`config.mk`:
```
export PLATFORM = sky130hd
export DESIGN_NAME = adder_sum_accumulator
export DESIGN_NICKNAME = d
export VERILOG_FILES = /design/src/rtl/adder_pkg.sv /design/src/rtl/acc_sat_add.sv /design/src/rtl/adder_sum_accumulator.sv
export SDC_FILE = /design/constraint.sdc
export NUM_CORES = 1
export LEC_CHECK = 0
export CAP_MARGIN = 25
export CELL_PAD_IN_SITES_DETAIL_PLACEMENT = 1
export CELL_PAD_IN_SITES_GLOBAL_PLACEMENT = 2
export CORE_ASPECT_RATIO = 0.7
export CORE_UTILIZATION = 31
export DETAILED_ROUTE_END_ITERATION = 7
export GPL_TIMING_DRIVEN = 0
export PLACE_DENSITY_LB_ADDON = 0.12
export SYNTH_ARGS = -nofsm -noshare
export SYNTH_HDL_FRONTEND = slang
export SYNTH_SLANG_ARGS = --single-unit
```
`constraint.sdc`:
```
create_clock -name clk -period 3.2 [get_ports clk]
set_input_delay 0.64 -clock clk [delete_from_list [all_inputs] [get_ports clk]]
set_output_delay 0.64 -clock clk [all_outputs]
set_load 0.05 [all_outputs]
```
`src/rtl/adder_pkg.sv`:
```
// Shared types and defaults for the adder pipeline stages.
package adder_pkg;
  localparam int DATA_W = 32;

  typedef enum logic [1:0] {
    IDLE  = 2'd0,
    ACCUM = 2'd1,
    HOLD  = 2'd2
  } acc_state_t;
endpackage

```
`src/rtl/acc_sat_add.sv`:
```
// ACC_W-bit unsigned adder with carry out; clamps to all-ones on carry when
// ADDER_SUM_ACC_SAT_EN is defined, otherwise wraps modulo 2^ACC_W.
module acc_sat_add #(
  parameter int ACC_W = 40
) (
  input  logic [ACC_W-1:0] i_a,
  input  logic [ACC_W-1:0] i_b,
  output logic [ACC_W-1:0] o_sum,
  output logic             o_carry
);
  logic [ACC_W:0] w_full;

  assign w_full  = {1'b0, i_a} + {1'b0, i_b};
  assign o_carry = w_full[ACC_W];

`ifdef ADDER_SUM_ACC_SAT_EN
  // A clamped total stays clamped: any non-zero addend carries again.
  assign o_sum = o_carry ? {ACC_W{1'b1}} : w_full[ACC_W-1:0];
`else
  assign o_sum = w_full[ACC_W-1:0];
`endif
endmodule

```
`src/rtl/adder_sum_accumulator.sv`:
```
// Accumulates a block of block_len sums into a wide total held on a valid/ready port.
// Saturating vs wrapping arithmetic selected by ADDER_SUM_ACC_SAT_EN (see acc_sat_add).
module adder_sum_accumulator
  import adder_pkg::*;
#(
  parameter int DATA_W = adder_pkg::DATA_W,
  parameter int ACC_W  = 40,
  parameter int CNT_W  = 8
) (
  input  logic              clk,
  input  logic              reset,
  input  logic              in_valid,
  input  logic [DATA_W-1:0] in_sum,
  output logic              in_ready,
  input  logic [CNT_W-1:0]  block_len,
  output logic              out_valid,
  input  logic              out_ready,
  output logic [ACC_W-1:0]  out_acc,
  output logic [CNT_W-1:0]  out_count,
  output logic              overflow,
  output logic              busy
);
  acc_state_t       r_state;
  logic [ACC_W-1:0] r_acc;
  logic [CNT_W-1:0] r_cnt;
  logic [CNT_W-1:0] r_len;
  logic             r_ovf;

  logic [ACC_W-1:0] w_sum_ext;
  logic [ACC_W-1:0] w_add_sum;
  logic             w_add_carry;
  logic [CNT_W-1:0] w_len_eff;
  logic [CNT_W-1:0] w_cnt_nxt;
  logic             w_accept;

  assign w_sum_ext = ACC_W'(in_sum);
  assign w_len_eff = (block_len == '0) ? CNT_W'(1) : block_len;
  assign w_cnt_nxt = r_cnt + CNT_W'(1);
  assign w_accept  = in_valid && in_ready;

  acc_sat_add #(.ACC_W(ACC_W)) u_add (
    .i_a     (r_acc),
    .i_b     (w_sum_ext),
    .o_sum   (w_add_sum),
    .o_carry (w_add_carry)
  );

  always_ff @(posedge clk or posedge reset) begin
    if (reset) begin
      r_state <= IDLE;
      r_acc   <= '0;
      r_cnt   <= '0;
      r_len   <= '0;
      r_ovf   <= 1'b0;
    end else begin
      case (r_state)
        IDLE: begin
          if (w_accept) begin
            r_len   <= w_len_eff;
            r_acc   <= w_sum_ext;
            r_cnt   <= CNT_W'(1);
            r_ovf   <= 1'b0;
            r_state <= (w_len_eff == CNT_W'(1)) ? HOLD : ACCUM;
          end
        end
        ACCUM: begin
          if (w_accept) begin
            r_acc <= w_add_sum;
            r_cnt <= w_cnt_nxt;
            r_ovf <= r_ovf | w_add_carry;
            if (w_cnt_nxt == r_len) r_state <= HOLD;
          end
        end
        HOLD: begin
          if (out_ready) r_state <= IDLE;
        end
        default: r_state <= IDLE;
      endcase
    end
  end

  // Everything below is decoded from registers only; no input-to-output paths.
  assign in_ready  = (r_state != HOLD);
  assign out_valid = (r_state == HOLD);
  assign busy      = (r_state != IDLE);
  assign out_acc   = r_acc;
  assign out_count = r_cnt;
  assign overflow  = r_ovf;
endmodule

```
# Yosys cells after proc, flatten, opt, wreduce, memory -nomap -nowiden
# Index checks and enable logic that the tools add are counted.
[classes]
n_addsub = 2
eq_ne = 9
mux = 16
bitwise = 1
n_reduce_logical = 8
[ops]
columns = ["op", "n"]
rows = [
  ["$mux W40", 2],
  ["$pmux W40 S2", 1],
  ["$add A40 B32 Y41", 1],
  ["$mux W8", 3],
  ["$pmux W8 S2", 1],
  ["$mux W2", 5],
  ["$add A8 B1 Y8 const B", 1],
  ["$eq A8 B1 Y1 const B", 1],
  ["$eq A8 B8 Y1", 1],
  ["$logic_not A8 Y1", 1],
  ["$ne A2 B2 Y1 const B", 4],
  ["$pmux W2 S3", 1],
  ["$reduce_and A4 Y1", 1],
  ["$reduce_bool A2 Y1", 2],
  ["$reduce_and A3 Y1", 1],
  ["$eq A2 B1 Y1 const B", 1],
  ["$eq A2 B2 Y1 const B", 1],
  ["$logic_not A2 Y1", 1],
  ["$mux W1", 2],
  ["$ne A2 B1 Y1 const B", 1],
  ["$pmux W1 S2", 1],
  ["$reduce_and A2 Y1", 1],
  ["$logic_and A1 B1 Y1", 1],
  ["$or A1 B1 Y1", 1],
]
[totals]
ff_bits = 59
input_bits = 44
output_inout_bits = 52
elab_cells = 41

# Depth between registers and ports, before layout
[depth]
ltp_word = 6
mapped_depth = 11
mapped_depth_nobuf = 11

# By module
# A second synthesis with hierarchy kept.
[hier_totals]
hier_cells = 594
area_unflattened_um2 = 5051.1
[modules_own_cells]
columns = ["module", "instances", "cells_each", "area_per_inst_um2", "seq_area_each_um2"]
rows = [
  ["adder_sum_accumulator", 1, 283, 2860.2, 1476.4],
  ["acc_sat_add", 1, 311, 2190.9, 0.0],
]

# Worst setup path before layout
# Ideal clock, no wire load.
[synth_timing]
path_kind = "register -> register"
from = "register r_acc[0] (netlist: out_acc[0])"
to = "register r_acc[38] (netlist: out_acc[38])"
setup_ps = 67
arrival_time_ps = 2993
required_time_ps = 3133
slack_ps = 140
path_stages_with_launch = 12
path_buffers = 0
period_less_slack_ps = 3060
path_cell_list = "dfrtp_1 -> ha_1 -> inv_1 -> fa_1 -> nor2b_1 -> o31a_2 -> o21ai_2 -> a31oi_4 -> a41oi_4 -> o31a_1 -> or4_1 -> nand2_1"
[synth_between]
elab_chain_cells = 3
[synth_lines]
columns = ["element", "line_no", "text"]
rows = [
  ["from (decl)", "adder_sum_accumulator.sv:24", "logic [ACC_W-1:0] r_acc;"],
  ["from (signal assigned)", "adder_sum_accumulator.sv:60", "r_acc <= w_sum_ext;"],
  ["from (signal assigned)", "adder_sum_accumulator.sv:68", "r_acc <= w_add_sum;"],
  ["$add A40 B32 Y41", "acc_sat_add.sv:13", "assign w_full = {1'b0, i_a} + {1'b0, i_b};"],
  ["$mux W40", "adder_sum_accumulator.sv:67", "if (w_accept) begin"],
  ["$pmux W40 S2", "adder_sum_accumulator.sv:56", "case (r_state)"],
]
# Every way passes these cells. The select of a mux whose other input is x is not followed.
# A chain may end at the register's enable or synchronous reset.

# Worst setup path after layout
[layout_timing]
from = "input port in_sum[13]"
to = "register r_acc[36] (netlist: out_acc[36])"
[layout_between]
elab_chain_cells = 3
[layout_lines]
columns = ["element", "line_no", "text"]
rows = [
  ["from (decl)", "adder_sum_accumulator.sv:13", "input logic [DATA_W-1:0] in_sum,"],
  ["$add A40 B32 Y41", "acc_sat_add.sv:13", ""],
  ["$mux W40", "adder_sum_accumulator.sv:67", ""],
  ["$pmux W40 S2", "adder_sum_accumulator.sv:56", ""],
]
# Every way passes these cells. The select of a mux whose other input is x is not followed.

==> qor.csv <==
metric,value,unit
status,"complete, no violations",
criticalPathCategory,in2reg,
fmax,320,MHz
hold_viol,0,
crit_path_start_kind,primary input,
dp.cells,859,
cts_tree,built,
endpoint_kind,flip-flop,
die_h,105,um
grt_max_degree,60,
cts_buffers,9,
min_to,overflow$_DFFE_PP0P_,
max_slew_margin,34.0,%
crit_path_max_fanout,8,
final_antenna_net_count,0,
yosysTopAreaCell,dfrtp_1,
reg2reg_depth,11,
min_period,3.13,ns
vias,4667,
cp.required,3.47,ns
synthArstFlopShare,100,%
hold_depth,1,
synth_seq_cells,59,
stdcell_count,882,
maxCapViolCount,0,
synth_top_area_share,31.2,%
drt_wl_total,16.2,mm
synthCells,569,
tns,0,ns
clk_latency,0.33,ns
synth.avg_cell_area,8.31,sq um
drt_iter0_drc,236,
synth_ff_type,dfrtp_1,
cp.arrival,3.39,ns
holdWs,0.502,ns
drc,0,
p_leak,2.80,nW
fin_skew,0.00749,ns
post_drt_via_cell_ratio,5.29,
die_w,150,um
htree_levels,3,
n_antenna_cell,0,
grt_pass1_wl,25.9,mm
antenna_found_initial,0,
synth_edf_count,0,
ys_types,63,
reg2reg_slack,0.29,ns
globalplace.congestion,0.872,
synth_area,4730,sq um
min_path_type,reg2reg,
cts_hold_buf,0,
pin_count,96,
io_buffers,95,
ir_drop,0.449,mV
rows,37,
clockBufferDepth,2,
drive_gt1_share,9.17,%
die_area,15800,sq um
core_area,14800,sq um
ys_seq_area_share,31.2,%
area_delta_synth_final,33.9,%
synth_area_leaders,"dfrtp_1 31%, ha_1 8.7%, nand2_1 7.0%, xnor2_1 5.6%, mux2i_1 5.3%",
yosys_warnings,0,
worst-slew-pin-transition,0.991,ns
drt-pass1-iter-count,4,
fin_crit_sh,97.7,%
powerDensity,1100,nW/um^2
syn_nets,647,
setup_viol,0,
grt.overflow.total,0,
grt_pass1_vias,4679,
wl_per_cell,18.3,um
min_from,overflow$_DFFE_PP0P_,
initial_core_util,31.9,%
timing.rr.start,out_acc[0]$_DFFE_PP0P_,
path_clk_slew,0.06,ns
grtUsageTotal,21.4,%
clockRootBuffer,clkbuf_16,
reg2reg_to,out_acc[36]$_DFFE_PP0P_,
clock-sinks,59,
fin_nets,761,
maxSlewViolCount,0,
hpwl,12.4,mm
[worst max path at each step]
stage / endpoint / slack [ns] / startpoint / cells past startpoint
final: out_acc[36]$_DFFE_PP0P_ / 0.07 / in_sum[13] / 11
after CTS: out_acc[36]$_DFFE_PP0P_ / -0.0001 / in_sum[0] / 12
after global routing: out_acc[38]$_DFFE_PP0P_ / -0.02 / in_sum[13] / 11
after floorplan: out_acc[38]$_DFFE_PP0P_ / 0.14 / out_acc[0]$_DFFE_PP0P_ / 11
after global placement: out_acc[38]$_DFFE_PP0P_ / -0.58 / in_sum[0] / 12
after detailed placement: out_acc[36]$_DFFE_PP0P_ / -0.64 / in_sum[0] / 12
[what timing repair did]
action	4_1_cts	5_1_grt
pin swaps	3	8
endpoints found under the hold margin	0	0
buffers inserted	5	4
endpoints found under the setup margin	5	16
resized for setup	5	16
[cell type report]
cell class                      instances  area [sq um]
Fill cell                            1785          8480
Multi-Input combinational cell        464          3130
Sequential cell                        59          1480
Timing Repair Buffer                  104          1020
Tap cell                              195           244
Clock buffer                           10           239
Buffer                                 30           138
Inverter                               15          58.8
Clock inverter                          5          30.0
[per-stage QoR]
step                area [sq um]  utilization [%]  setup WS [ns]  power, W
floorplan                   4730                -          0.140   0.00457
global placement            5920             40.0         -0.584   0.00581
detailed placement          5930             40.0         -0.637   0.00590
CTS                         6240             42.1      -0.000113   0.00688
global route                6330             42.8        -0.0228   0.00747
finish                      6330             42.8         0.0730   0.00695
[critical path, cell delays in order]
cell and delay (ns):
clkdlybuf4s50_1 0.45, ha_1 0.29, buf_2 0.18, nand4_1 0.17, nor2_2 0.19, o21ai_4 0.09
a31oi_4 0.22, a41oi_4 0.16, o31a_1 0.38, or4_1 0.53, nand2_1 0.08
[report_power, final]
group	internal [W]	leakage (nW)	switching (W)
registers	0.00105	0.734	0.000303
logic	0.00180	1.94	0.00289
clock network	0.000536	0.130	0.000361
[sequential cells by signal, summed over array words and instances, names as in the netlist]
name       count
out_acc       40
out_count      8
r_len          8
r_state        2
overflow       1
[Yosys cell counts (all sizes together) (12+ instances only)]
cell type / count
clkbuf: 19
xnor2: 30
ha: 33
nor2: 29
buf: 12
nand3: 16
a21oi: 47
o21ai: 54
dfrtp: 59
mux2i: 25
nand4: 12
inv: 15
nand2: 88
xor2: 13
[kinds of logic (layout without fill, tap and decap cells)]
kind of cell	after synthesis	in the layout	share of synthesized area (%)
buffers and inverters	46	164	4.13
AO/OA/AOI/OAI	162	162	21.6
XOR/XNOR	43	43	7.96
adder cells (fa/ha/maj)	34	34	9.15
multiplexers	26	26	5.53
flip-flops	59	59	31.2
AND/OR/NAND/NOR	199	199	20.4
[placed cells by master (no fill, tap or decap), types with 14 or more instances in the layout]
cell,instances
nor2_1,27
inv_1,14
ha_1,32
xnor2_1,30
clkdlybuf4s50_1,93
nand3_1,16
a21oi_1,44
clkbuf_1,15
dfrtp_1,59
mux2i_1,25
nand2_1,88
o21ai_0,47
[routing by layer]
layer / part of all wire [%] / wire [um] / vias up / track usage, %
met5: 0 / 0 / - / 0
met4: 1.0 / 165 / 0 / 5.17
met3: 3.8 / 615 / 10 / 3.68
met2: 42 / 6820 / 93 / 31.0
met1: 53 / 8580 / 2292 / 32.2
li1: - / - / 2272 / -
(Power assumes the default switching activity.)
